**src/rtl/store_trace_pkg.sv**
```systemverilog
// Shared types and default success constants for the store trace monitor.
package store_trace_pkg;

    typedef enum logic [1:0] {
        RUN  = 2'd0,
        PASS = 2'd1,
        FAIL = 2'd2
    } state_t;

    localparam logic [31:0] DEF_SUCCESS_ADR  = 32'd100;
    localparam logic [31:0] DEF_SUCCESS_DATA = 32'd8;

    typedef struct packed {
        logic [31:0] adr;
        logic [31:0] data;
    } entry_t;

endpackage

```
**src/rtl/store_trace_monitor_if.sv**
```systemverilog
// Processor store bus, drain port and verdict flags of the store trace monitor.
interface store_trace_monitor_if #(
    parameter int DEPTH = 8
);
    localparam int CW = $clog2(DEPTH) + 1;

    logic          MemWrite;
    logic [31:0]   Adr;
    logic [31:0]   WriteData;
    logic          deq_ready;
    logic          deq_valid;
    logic [31:0]   deq_adr;
    logic [31:0]   deq_data;
    logic [CW-1:0] count;
    logic          overflow;
    logic          pass;
    logic          fail;
    logic          done;

    modport master (
        output MemWrite, Adr, WriteData, deq_ready,
        input  deq_valid, deq_adr, deq_data, count, overflow, pass, fail, done
    );

    modport slave (
        input  MemWrite, Adr, WriteData, deq_ready,
        output deq_valid, deq_adr, deq_data, count, overflow, pass, fail, done
    );

endinterface

```
**src/rtl/store_fifo.sv**
```systemverilog
// Synchronous FIFO of captured stores; occupancy counter separates full from empty.
module store_fifo
    import store_trace_pkg::*;
#(
    parameter int DEPTH = 8
) (
    input  logic                     clk,
    input  logic                     reset,
    input  logic                     push,
    input  entry_t                   push_entry,
    input  logic                     pop,
    output entry_t                   head,
    output logic                     full,
    output logic                     empty,
    output logic [$clog2(DEPTH):0]   count
);
    localparam int AW = $clog2(DEPTH);

    entry_t          mem [DEPTH];
    logic [AW-1:0]   wr_ptr;
    logic [AW-1:0]   rd_ptr;
    logic            do_push;
    logic            do_pop;

    assign empty   = (count == '0);
    assign full    = (count == (AW+1)'(DEPTH));
    // a pop frees the slot this same edge, so a full FIFO can still accept
    assign do_pop  = pop && !empty;
    assign do_push = push && (!full || do_pop);
    assign head    = mem[rd_ptr];

    always_ff @(posedge clk) begin
        if (do_push) begin
            mem[wr_ptr] <= push_entry;
        end
    end

    always_ff @(posedge clk or negedge reset) begin
        if (!reset) begin
            wr_ptr <= '0;
            rd_ptr <= '0;
            count  <= '0;
        end else begin
            if (do_push) begin
                wr_ptr <= wr_ptr + 1'b1;
            end
            if (do_pop) begin
                rd_ptr <= rd_ptr + 1'b1;
            end
            if (do_push && !do_pop) begin
                count <= count + 1'b1;
            end else if (do_pop && !do_push) begin
                count <= count - 1'b1;
            end
        end
    end

endmodule

```
**src/rtl/store_trace_monitor.sv**
```systemverilog
// Captures processor stores into a FIFO and decides pass (success store) or fail (timeout).
//   state | meaning
//   RUN   | capturing stores, cycle counter running
//   PASS  | success store seen; terminal until reset
//   FAIL  | timeout expired first; terminal until reset
module store_trace_monitor
    import store_trace_pkg::*;
#(
    parameter int          DEPTH        = 8,
    parameter logic [31:0] SUCCESS_ADR  = DEF_SUCCESS_ADR,
    parameter logic [31:0] SUCCESS_DATA = DEF_SUCCESS_DATA,
    parameter int          MAX_CYCLES   = 1000,
    parameter int          CNT_W        = 16
) (
    input  logic                   clk,
    input  logic                   reset,
    store_trace_monitor_if.slave   bus
);
    localparam logic [1:0]       S_RUN  = RUN;
    localparam logic [1:0]       S_PASS = PASS;
    localparam logic [1:0]       S_FAIL = FAIL;
    localparam logic [CNT_W-1:0] CNT_TC = CNT_W'(MAX_CYCLES - 1);

    logic [1:0]       state;
    logic [CNT_W-1:0] cycle_cnt;
    logic             overflow;
    logic             capture;
    logic             success;
    logic             timeout;
    logic             pop;
    logic             full;
    logic             empty;
    entry_t           head;
    entry_t           cap_entry;

    assign capture   = bus.MemWrite && (state == S_RUN);
    // the verdict looks at the bus, so a success store dropped on overflow still passes
    assign success   = capture && (bus.Adr == SUCCESS_ADR) && (bus.WriteData == SUCCESS_DATA);
    assign timeout   = (state == S_RUN) && (cycle_cnt == CNT_TC);
    assign pop       = bus.deq_ready && !empty;
    assign cap_entry = '{adr: bus.Adr, data: bus.WriteData};

    store_fifo #(
        .DEPTH (DEPTH)
    ) u_fifo (
        .clk        (clk),
        .reset      (reset),
        .push       (capture),
        .push_entry (cap_entry),
        .pop        (bus.deq_ready),
        .head       (head),
        .full       (full),
        .empty      (empty),
        .count      (bus.count)
    );

    always_ff @(posedge clk or negedge reset) begin
        if (!reset) begin
            state     <= S_RUN;
            cycle_cnt <= '0;
            overflow  <= 1'b0;
        end else begin
            if (capture && full && !pop) begin
                overflow <= 1'b1;
            end
            if (state == S_RUN) begin
                cycle_cnt <= cycle_cnt + 1'b1;
                if (success) begin
                    state <= S_PASS;
                end else if (timeout) begin
                    state <= S_FAIL;
                end
            end
        end
    end

    assign bus.deq_valid = !empty;
    assign bus.deq_adr   = empty ? '0 : head.adr;
    assign bus.deq_data  = empty ? '0 : head.data;
    assign bus.overflow  = overflow;
    assign bus.pass      = (state == S_PASS);
    assign bus.fail      = (state == S_FAIL);
    assign bus.done      = (state == S_PASS) || (state == S_FAIL);

endmodule

```
**src/flat_wrapper.sv**
```systemverilog
// flat-port wrapper written by rule: the top's interface ports become plain ports
module store_trace_monitor_flat import store_trace_pkg::*;
#(
    parameter int          DEPTH        = 8,
    parameter logic [31:0] SUCCESS_ADR  = DEF_SUCCESS_ADR,
    parameter logic [31:0] SUCCESS_DATA = DEF_SUCCESS_DATA,
    parameter int          MAX_CYCLES   = 1000,
    parameter int          CNT_W        = 16
)
  (clk, reset, bus_MemWrite, bus_Adr, bus_WriteData, bus_deq_ready, bus_deq_valid, bus_deq_adr, bus_deq_data, bus_count, bus_overflow, bus_pass, bus_fail, bus_done);
  store_trace_monitor_if #(.DEPTH(DEPTH)) bus_i ();
  input  logic clk;
  input  logic reset;
  input wire logic [$bits(bus_i.MemWrite)-1:0] bus_MemWrite;
  input wire logic [$bits(bus_i.Adr)-1:0] bus_Adr;
  input wire logic [$bits(bus_i.WriteData)-1:0] bus_WriteData;
  input wire logic [$bits(bus_i.deq_ready)-1:0] bus_deq_ready;
  output wire logic [$bits(bus_i.deq_valid)-1:0] bus_deq_valid;
  output wire logic [$bits(bus_i.deq_adr)-1:0] bus_deq_adr;
  output wire logic [$bits(bus_i.deq_data)-1:0] bus_deq_data;
  output wire logic [$bits(bus_i.count)-1:0] bus_count;
  output wire logic [$bits(bus_i.overflow)-1:0] bus_overflow;
  output wire logic [$bits(bus_i.pass)-1:0] bus_pass;
  output wire logic [$bits(bus_i.fail)-1:0] bus_fail;
  output wire logic [$bits(bus_i.done)-1:0] bus_done;
  assign bus_i.MemWrite = bus_MemWrite;
  assign bus_i.Adr = bus_Adr;
  assign bus_i.WriteData = bus_WriteData;
  assign bus_i.deq_ready = bus_deq_ready;
  assign bus_deq_valid = bus_i.deq_valid;
  assign bus_deq_adr = bus_i.deq_adr;
  assign bus_deq_data = bus_i.deq_data;
  assign bus_count = bus_i.count;
  assign bus_overflow = bus_i.overflow;
  assign bus_pass = bus_i.pass;
  assign bus_fail = bus_i.fail;
  assign bus_done = bus_i.done;
  store_trace_monitor #(.DEPTH(DEPTH), .SUCCESS_ADR(SUCCESS_ADR), .SUCCESS_DATA(SUCCESS_DATA), .MAX_CYCLES(MAX_CYCLES), .CNT_W(CNT_W)) u_core (.clk(clk), .reset(reset), .bus(bus_i));
endmodule
```
**config.mk**
```make
export PLATFORM = sky130hd
export DESIGN_NAME = store_trace_monitor_flat
export DESIGN_NICKNAME = d
export VERILOG_FILES = /design/src/rtl/store_trace_pkg.sv /design/src/rtl/store_trace_monitor_if.sv /design/src/rtl/store_fifo.sv /design/src/rtl/store_trace_monitor.sv /design/src/flat_wrapper.sv
export SDC_FILE = /design/constraint.sdc
export NUM_CORES = 1
export LEC_CHECK = 0
export ABC_AREA = 1
export BUFFER_PORTS_ARGS = -buffer_cell sky130_fd_sc_hd__buf_2
export CAP_MARGIN = 25
export CORE_MARGIN = 1.5
export CORE_UTILIZATION = 25
export DETAILED_ROUTE_END_ITERATION = 6
export MAX_ROUTING_LAYER = met4
export PLACE_DENSITY = 0.51
export SLEW_MARGIN = 30
export SYNTH_ARGS = -nofsm -noshare
export SYNTH_HDL_FRONTEND = slang
export SYNTH_SLANG_ARGS = --single-unit
```
**constraint.sdc**
```tcl
create_clock -name clk -period 4.7 [get_ports clk]
set_input_delay 0.235 -clock clk [delete_from_list [all_inputs] [get_ports clk]]
set_output_delay 0.235 -clock clk [all_outputs]
set_load 0.01 [all_outputs]
```
### Word level (Yosys, flattened, before mapping)

Memory sizes are Yosys's and may differ from the RTL's.
Cells that the tools add are included.
W data, S select, Z words.

* bits in writable memories: 512
* flip-flop bits (word level): 29
* word-level logic and storage cells: 47
* input port bits: 68
* output and inout port bits: 73
* memories: 1

* mux-type cells: 8
* eq/ne operators: 6
* $add $sub $neg: 5
* reduce and logical (&&, ||, !) cells: 21

Memory list
* u_core.u_fifo.mem: words 8, width 64, read ports 1, clocked after memory_dff 0, write ports 1, line store_fifo.sv:19 `entry_t mem [DEPTH];`

Operator list (count)
* $mux W32: 2
* $eq A32 B4 Y1 const B: 1
* $eq A32 B7 Y1 const B: 1
* $add A16 B1 Y16 const B: 1
* $eq A16 B10 Y1 const B: 1
* $logic_and A1 B1 Y1: 10
* $mux W4: 2
* $add A3 B1 Y3 const B: 2
* $add A4 B1 Y4 const B: 1
* $eq A4 B4 Y1 const B: 1
* $logic_not A1 Y1: 4
* $logic_not A4 Y1: 1
* $mux W2: 2
* $reduce_bool A2 Y1: 2
* $sub A4 B1 Y4 const B: 1
* $eq A2 B1 Y1 const B: 1
* $eq A2 B2 Y1 const B: 1
* $logic_not A2 Y1: 1
* $logic_or A1 B1 Y1: 2
* $mux W1: 2
* $reduce_and A2 Y1: 1

### Longest topological paths before layout

Gate-level depths: netlist of run 1.

* word-level depth: 9
* gate-level depth with buffers: 14
* depth with buffers taken out: 14

### Cells and area by module

Synthesis of run 1 repeated with hierarchy kept, for this count alone.

* cells, all modules: 2104
* area total of the unflattened synthesis: 22724.3 um2

Modules (own cells, without submodules)
* store_fifo: seq. area each 15625.0 um2, area each 20925.1 um2, cells an instance 1785, times used 1
* store_trace_monitor: seq. area each 475.5 um2, area each 1799.2 um2, cells an instance 319, times used 1

### Least setup slack after synthesis of run 1

Ideal clock, no wire load.

* path type: reg-to-reg
* start point: register u_core.state[0]
* end point: memory u_core.u_fifo.mem[0][0] (netlist bit) (enable)
* library setup time: 0.486 ns
* stages on the path, launching flop included: 8
* path buffers: 0
* required time: 4.214 ns
* arrival: 3.882 ns
* setup slack: 0.331 ns
* clock period less this slack: 4.369 ns
* path through: dfrtp_1 -> inv_1 -> ha_1 -> nand2_1 -> inv_1 -> nand2_1 -> or2_2 -> nor2_1

* longest elaborated chain between the ends: 5

Ends and longest elaborated chain
* start: declaration: line store_trace_monitor.sv:24 `logic [1:0] state;`
* start signal: assignment: line store_trace_monitor.sv:59 `state <= S_RUN;`
* start signal: assignment: line store_trace_monitor.sv:69 `state <= S_PASS;`
* start signal: assignment: line store_trace_monitor.sv:71 `state <= S_FAIL;`
* $logic_not A2 Y1: line store_trace_monitor.sv:36 `assign capture = bus.MemWrite && (state == S_RUN);`
* $logic_and A1 B1 Y1: line store_trace_monitor.sv:36
* $logic_and A1 B1 Y1: line store_fifo.sv:29 `assign do_push = push && (!full || do_pop);`
* $mux W1: line store_fifo.sv:33 `if (do_push) begin`
* $mux W1 (implied by the code): line store_fifo.sv:34 `mem[wr_ptr] <= push_entry;`
* end: declaration: line store_fifo.sv:19

No other way between the ends.

### Worst setup path in the final report of run 1

* start point: register u_core.u_fifo.rd_ptr[0]
* end point: output port bus_deq_data[20]

* longest elaborated chain between the ends: 2

Ends and longest elaborated chain
* start: declaration: line store_fifo.sv:21 `logic [AW-1:0] rd_ptr;`
* start signal: assignment: line store_fifo.sv:48 `rd_ptr <= rd_ptr + 1'b1;`
* $mem_v2 Z8 W64
* $mux W32: line store_trace_monitor.sv:79 `assign bus.deq_data = empty ? '0 : head.data;`
* end: declaration: line flat_wrapper.sv:20 `output wire logic [$bits(bus_i.deq_data)-1:0] bus_deq_data;`

No other way between the ends.

==> run metrics, run 1 <==
area added between synthesis and finish 20.4%; final setup slack of the worst path 1.09 ns; RSZ-0062 raised after global routing no; CP max stage delay about 0.74 ns; largest cells by area after synthesis edfxtp_1, nor2_1, o21ai_0, dfrtp_1, mux2i_1; Wirelength per Cell roughly 18 um; minimum clock period roughly 3.6 ns; critical-path cell list inv_6 > buf_4 > o21ai_0 > o21ai_1 > o21ai_0 > nor2_1 > buf_2; IO Pins 141; startpoint types flip-flop; Synth top area share 70.7%; # H-tree levels 2; die area between 0.08 and 0.09 mm2; Post-Synthesis Net Count roughly 1800; row count between 100 and 150; Routability Congestion between 0.7 and 0.8; dpl hpwl between 30 and 40 mm; Final TNS setup 0 ns; GRT Overall Usage 13.0%; Final setup viols 0; Slew HR a little under two fifths; Yosys top cell by area edfxtp_1; DRC violations left 0; clock skew a little under 0.02 ns; Clock Sink Count approximately 540; P_leak about 9 nW; WL final roughly 57 mm; crit-path max FO ~110; commonest non-fill, non-tap cell in the layout edfxtp_1; CP most frequent cell o21ai_0; First DRT Iteration DRCs slightly below 1000; family with the most delay on the worst path buffers and inverters; Peak VDD IR approximately 0.39 mV; worst slack at placement around 1.7 ns; commonest non-fill, non-tap cells in the layout edfxtp_1, nor2_1, o21ai_0; Starting Density 25.2%; status completed; via count between 10000 and 15000; root buf cell clkbuf_16; Power per Cell Area between 500 and 600 mW/mm2; slowest CP cell inv_6; Syn Std Cell Area approximately 0.022 mm2; fin. max-slew vios 0; TritonCTS buffer count 56; Seq cells post-synth about 540; port bufs 140; fin cells a little over 3000; share of layout cells above drive strength 1 a little over an eighth; Final ANT Viol Nets 0; Tcrit/Tclk final 76.9%; Post-CTS Setup Inserts 0; Setup Crit Path Kind reg2out; Tot Pwr 0.0144 W; global-route wire length before repair roughly 86 mm; DR pass1 iterations 5; Seq/Total Area, Yosys 74.0%; Yosys cell types 29; worst slew pin tran ~0.93 ns; Hold Crit Class in2reg; CORE AREA ~0.086 mm2; Worst Path Required roughly 4.5 ns; CP arrival 3.38 ns; critical path capture point type output port; largest net degree at the start of global routing approximately 140; Max Root-Sink Buffers 3; vias in the first global route between 10000 and 15000; worst hold margin around 0.10 ns; yosys warns 0; average size of a mapped cell around 13 um2; Max Cap Viol 0; Clk Latency, worst-skew pair between 0.6 and 0.7 ns; Clock Pin Slew Worst Setup and Hold Paths ~0.060 ns; detail-routed via count per cell 4.43; Die Span Y 298 um; maximum clock rate around 280 MHz; CTS tree built; CP bufs+invs 3; number of antenna violations at the first check in global routing 4; Inst Count DP between 2000 and 3000; GRT overflow 0; nets 1959; die width 298 um; Final Hold Fails 0; Cells after Synth 1690
==> routing by layer <==
layer	vias up	global-route usage, %	share of wire (%)
li1	6481	-	-
met1	6859	17.0	46
met2	261	20.9	48
met3	69	2.30	4.1
met4	0	3.12	1.9
met5	-	-	0
==> state kept, by name, summed over array words and instances (netlist names) <==
signal	count
u_core.bus.overflow	1
u_core.u_fifo.mem	512
u_core.u_fifo.rd_ptr	3
u_core.u_fifo.wr_ptr	3
u_core.state	2
u_core.cycle_cnt	16
u_core.u_fifo.count	4
==> worst register-to-register path, delay by kind of cell, from the launching register on <==
kind                     cells  cell delay [ns]
buffers and inverters        4             1.08
AND/OR/NAND/NOR              4             0.74
flip-flops                   1             0.39
adder cells (fa/ha/maj)      1             0.27
==> per-stage QoR <==
step           instance area, um2  utilization (%)
2_1_floorplan               21800                -
3_3_place_gp                23700             27.4
3_5_place_dp                23700             27.4
4_1_cts                     26200             30.3
5_1_grt                     26200             30.3
6_report                    26200             30.3
==> report_power, final <==
part | total, W | switching (W) | internal (W)
Combinational | 0.00456 | 0.00302 | 0.00155
Clock | 0.00435 | 0.00187 | 0.00248
Sequential | 0.00551 | 0.000208 | 0.00531
==> cell families after synthesis <==
group | synth area share (%)
xor+xnor | 0.725
mux | 3.00
compound gates | 9.42
simple gates | 9.22
buf+inv | 3.02
flops | 74.0
fa+ha+maj | 0.610
==> cell usage after synthesis (all sizes together) <==
| cell type | instances |
|---|---|
| o21bai | 1 |
| xnor2 | 3 |
| ha | 9 |
| nor2 | 447 |
| a21oi | 2 |
| mux2 | 1 |
| o22ai | 64 |
| edfxtp | 512 |
| dfrtp | 29 |
| inv | 38 |
| xor2 | 15 |
| or2 | 1 |
| clkbuf | 61 |
| nand4 | 4 |
| mux2i | 64 |
| nand3b | 1 |
| o21ai | 326 |
| nand2 | 60 |
| nand3 | 10 |
| nor3 | 3 |
| buf | 38 |
| fa | 1 |
==> timing repair <==
item,4_1_cts,5_1_grt
hold endpoints to repair,537,0
hold buffers,67,0
gates resized for setup,0,0
==> area by class of cell <==
| cell class | count | area [um2] |
|---|---|---|
| Antenna cell | 2 | 5.00 |
| Clock buffer | 69 | 1450 |
| Clock inverter | 36 | 349 |
| Fill cell | 8733 | 60300 |
| Inverter | 38 | 150 |
| Multi-Input combinational cell | 1012 | 5060 |
| Sequential cell | 541 | 16100 |
| Tap cell | 1155 | 1450 |
| Timing Repair Buffer | 232 | 1620 |
==> final timing paths <==
| kind | startpoint | depth (start not counted) | slack, ns | to |
|---|---|---|---|---|
| setup / recovery | u_core.u_fifo.rd_ptr[0] | 7 | 1.09 | bus_deq_data[20] |
| hold / removal | bus_deq_ready | 4 | 0.10 | u_core.u_fifo.rd_ptr[1] |
| setup reg to reg | u_core.state[0] | 9 | 1.81 | u_core.u_fifo.mem[1][5] |
| hold reg to reg | u_core.cycle_cnt[15] | 2 | 0.47 | u_core.cycle_cnt[15] |
| max in group asynchronous | reset | 2 | 3.95 | u_core.u_fifo.rd_ptr[0] |
| min in group asynchronous | reset | 2 | 0.20 | u_core.u_fifo.count[0] |
No activity file was read; power rests on OpenSTA's default activity.
==> run 2, diff against run 1 <==
- PLACE_DENSITY: 0.51 -> 0.5
- clock period: 4.7 -> 3.8 ns (I/O delays scaled with it)
==> run metrics, run 2 (synthesized netlist as in run 1, its figures left out) <==
critical path capture point type output port; CP arrival between 3 and 4 ns; WL final roughly 56 mm; Largest register FFs between 500 and 600; largest net degree at the start of global routing 183; WL met2 26.4 mm; Starting Density 25.2%; fin. max-slew vios 0; Clock Pin Slew Worst Setup and Hold Paths 0.06 ns; Met1 Wirelength roughly 26 mm; vias in the first global route 13700; area added between synthesis and finish 20.7%; Hold Crit Class in2async; GRT overflow 0; Max Root-Sink Buffers 3; nets 1969; highest metal used met4; dpl hpwl 32.6 mm; share of layout cells above drive strength 1 13.8%; Setup Crit Path Kind reg2out; P_leak about 9 nW; worst hold margin 0.184 ns; reg2reg start u_core.state[0]; DR pass1 iterations 6; Worst Path Required 3.61 ns; Final setup viols 0; Final ANT Viol Nets 0; CP most frequent cell nor2_1; CTS tree built; GRT Overall Usage 12.8%; worst slack at placement ~0.96 ns; First DRT Iteration DRCs about 900; Inst Count DP around 2900; fin cells 3097; TritonCTS buffer count 56; Final TNS setup 0 ns; row count around 110; Max Cap Viol 0; CTS Hold Bufs 68; die width slightly below 300 um; RSZ-0062 raised after global routing no; Clk Latency, worst-skew pair 0.60 ns; die area roughly 0.09 mm2; Die Span Y 298 um; Routability Congestion 0.737; clock skew 0.0119 ns; IO Pins ~140; final setup slack of the worst path roughly 0.42 ns; commonest non-fill, non-tap cell in the layout edfxtp_1; area of the multi-input gates between 0.005 and 0.006 mm2; Filler cells approximately 8800; maximum clock rate slightly below 300 MHz; family with the most delay on the worst path buffers and inverters; register area around 0.016 mm2; root buf cell clkbuf_16; Slew HR around 34%; largest register by flop count u_core.u_fifo.mem; detail-routed via count per cell approximately 4.4; global-route wire length before repair 85.2 mm; Peak VDD IR approximately 0.62 mV; CP max stage delay 0.64 ns; Post-CTS Setup Inserts 0; crit-path max FO 47; Clock Sink Count about 540; via count between 10000 and 15000; minimum clock period between 3 and 4 ns; reg2reg end u_core.u_fifo.mem[3][15]; cts repair resizes 0; slowest CP cell buf_4; top flop regs u_core.u_fifo.mem (512), u_core.cycle_cnt (16), u_core.u_fifo.count (4); CP bufs+invs 3; status completed; number of antenna violations at the first check in global routing 6; Final Hold Fails 0; worst slew pin tran between 0.9 and 1 ns; Tcrit/Tclk final 88.9%; routed wl met3 2.91 mm; commonest non-fill, non-tap cells in the layout edfxtp_1, nor2_1, o21ai_0; CORE AREA between 0.08 and 0.09 mm2; reg-to-reg slack, setup 1.00 ns; Wirelength per Cell between 15 and 20 um; Power per Cell Area 685 mW/mm2; startpoint types flip-flop; # H-tree levels 2; DRC violations left 0; port bufs 140; critical-path cell list nor2_1 > nand2_1 > nor2_1 > inv_2 > buf_4 > o21ai_0 > nor2_1 > buf_2; Register-to-Register Path Depth 9
## run 2: worst max-delay path by stage
stage / slack (ns) / endpoint / cells after the start / from
global placement: 1.02 / u_core.u_fifo.mem[3][18] / 9 / u_core.state[0]
floorplan: -0.57 / u_core.u_fifo.mem[0][0] / 7 / u_core.state[0]
finish: 0.42 / bus_deq_adr[27] / 8 / u_core.u_fifo.count[0]
global route: 0.25 / bus_deq_data[31] / 8 / u_core.u_fifo.count[0]
detailed placement: 0.96 / u_core.u_fifo.mem[3][6] / 9 / u_core.state[0]
CTS: 0.43 / bus_deq_adr[24] / 8 / u_core.u_fifo.count[0]
## run 2: area by class of cell
cell class | instances | share of cell area, %
diodes | 5 | 0.0476
clock buffers | 72 | 5.80
clock inverters | 32 | 1.10
inverters | 38 | 0.562
multi-input cells | 1012 | 19.3
flip-flops and latches | 541 | 61.3
well taps | 1155 | 5.50
repair buffers | 242 | 6.37
## run 2: routing by layer
metal / up-vias / track usage [%]
met4: 0 / 3.30
li1: 6487 / -
met5: - / -
met1: 6738 / 16.8
met3: 63 / 2.73
met2: 319 / 20.1
## run 2: per-stage QoR
step / utilization (%) / area [um2] / total power [W]
after floorplan: - / 21800 / 0.0106
after global placement: 27.4 / 23700 / 0.0127
after detailed placement: 27.4 / 23700 / 0.0127
after CTS: 30.3 / 26200 / 0.0182
after global routing: 30.4 / 26300 / 0.0191
final: 30.4 / 26300 / 0.0180
## run 2: worst reg2reg max path: stages (launching register included)
cell and delay [ns]:
dfrtp_1 0.38, inv_1 0.10, ha_1 0.26, nand2_1 0.12, inv_1 0.09, nand2_1 0.11, inv_1 0.16, nand2_1 0.25
nor2_4 0.57, buf_4 0.42
## run 2: power breakdown
part           switching (W)  leakage [nW]  internal [W]
clock network        0.00227         0.889       0.00316
logic                0.00390          3.12       0.00196
registers           0.000120          4.97       0.00657
==> run 3, diff against run 2 <==
- GPL_TIMING_DRIVEN: not set -> 0
- RECOVER_POWER: not set -> 25
==> run metrics, run 3 (synthesized netlist as in run 1, its figures left out) <==
CORE AREA between 0.08 and 0.09 mm2; P_leak 9.22 nW; area added between synthesis and finish 24.9%; dpl hpwl 41.7 mm; worst slew pin tran 0.947 ns; minimum clock period between 3 and 4 ns; via count 14100; CTS Hold Bufs 67; Hold Crit Class in2reg; crit-path max FO 10; startpoint types flip-flop; Final ANT Viol Nets 0; critical-path cell list inv_2 > buf_2 > clkbuf_1 > nor2_1 > o21ai_0 > o21ai_0 > nor2_1 > buf_2; Slew HR around 37%; worst hold margin between 0.06 and 0.07 ns; # H-tree levels 2; GRT overflow 0; root buf cell clkbuf_16; row count between 100 and 150; Final setup viols 0; Clock Pin Slew Worst Setup and Hold Paths ~0.06 ns; CTS tree built; detail-routed via count per cell 4.41; First DRT Iteration DRCs 1064; family with the most delay on the worst path buffers and inverters; cts repair resizes 0; share of layout cells above drive strength 1 approximately 12%; Power per Cell Area 682 mW/mm2; TritonCTS buffer count 54; clock skew about 0.021 ns; WL final 61.0 mm; maximum clock rate 302 MHz; reg-to-reg slack, setup about 1 ns; Post-CTS Setup Inserts 0; Filler cells slightly below 9000; largest register by flop count u_core.u_fifo.mem; vias in the first global route 14200; die area between 0.08 and 0.09 mm2; die width slightly below 300 um; nets slightly above 2000; CP arrival ~3.1 ns; fin. max-slew vios 0; IO Pins ~140; Wirelength per Cell about 19 um; Clk Latency, worst-skew pair just over 0.6 ns; Clock Sink Count roughly 540; RSZ-0062 raised after global routing no; CP bufs+invs 4; Largest register FFs between 500 and 600; DR pass1 iterations 5; Die Span Y approximately 300 um; DRC violations left 0; top flop regs u_core.u_fifo.mem (512), u_core.cycle_cnt (16), u_core.u_fifo.count (4); global-route wire length before repair between 90 and 100 mm; Final TNS setup 0 ns; Routability Congestion roughly 0.76; slowest CP cell clkbuf_1; Starting Density about a quarter; Final Hold Fails 0; port bufs 140; Worst Path Required 3.61 ns; Max Cap Viol 0; commonest non-fill, non-tap cell in the layout edfxtp_1; status completed; GRT Overall Usage between 10 and 15%; commonest non-fill, non-tap cells in the layout edfxtp_1, nor2_1, o21ai_0; Peak VDD IR 0.412 mV; critical path capture point type output port; number of antenna violations at the first check in global routing 7; Max Root-Sink Buffers 3; largest net degree at the start of global routing 30; CP max stage delay roughly 0.58 ns; Setup Crit Path Kind reg2out; Tcrit/Tclk final ~87%
[run 3: changes by cell type in the layout (fill, tap and decap cells not counted), sizes merged]
cell,change
dlygate4sd3,-1
buf,-7
bufinv,-1
clkinv,-6
diode,+1
clkbuf,+106
clkinvlp,+1
[run 3: per-layer routing]
metal  up-vias  share of wire (%)  global-route usage [%]
li1       6686                  -                       -
met1      6951                 45                    18.1
met2       367                 48                    22.6
met3        72                4.8                    2.09
met4         0                1.9                    3.41
met5         -                  0                       -
[run 3: report_power, final]
group / leakage, nW / total (W) / switching [W] / internal (W)
registers: 4.97 / 0.00661 / 0.0000528 / 0.00656
logic: 3.40 / 0.00669 / 0.00454 / 0.00215
clock network: 0.846 / 0.00522 / 0.00223 / 0.00299
[run 3: worst paths after layout]
path / endpoint / from / depth (start not counted)
max reg2reg: u_core.u_fifo.mem[4][47] / u_core.state[0] / 9
max in group asynchronous: u_core.u_fifo.rd_ptr[0] / reset / 2
max: bus_deq_data[1] / u_core.u_fifo.rd_ptr[0] / 8
min: u_core.u_fifo.rd_ptr[1] / bus_deq_ready / 4
min in group asynchronous: u_core.cycle_cnt[13] / reset / 2
min reg2reg: u_core.cycle_cnt[15] / u_core.cycle_cnt[15] / 2
[run 3: area by class of cell]
class                           instances  area (um2)  area share [%]
Inverter                               38         143           0.525
Clock buffer                           75        1470            5.41
Timing Repair Buffer                  238        2150            7.90
Sequential cell                       541       16100            59.3
Tap cell                             1155        1450            5.32
Buffer                                 99         517            1.90
Multi-Input combinational cell       1012        5060            18.6
Antenna cell                            6        15.0          0.0553
Clock inverter                         26         269           0.990
[run 3: worst reg2reg max path, stage by stage, from the launching register on]
cell and delay (ns):
dfrtp_1 0.38, inv_1 0.10, ha_1 0.26, nand2_1 0.12
inv_1 0.14, nand2_1 0.10, or2_2 0.40, nor2_4 0.57
buf_16 0.24, buf_16 0.19
[run 3: through the flow]
stage	area, um2	std cells	setup slack (ns)	power (W)	util, %
6_report	27200	3190	0.484	0.0185	31.4
5_1_grt	27200	3190	0.258	0.0196	31.4
4_1_cts	27200	3184	0.367	0.0188	31.5
3_5_place_dp	24800	3016	0.995	0.0135	28.7
3_3_place_gp	23900	2985	-3.68	0.0135	27.7
2_1_floorplan	21800	1690	-0.569	0.0106	-
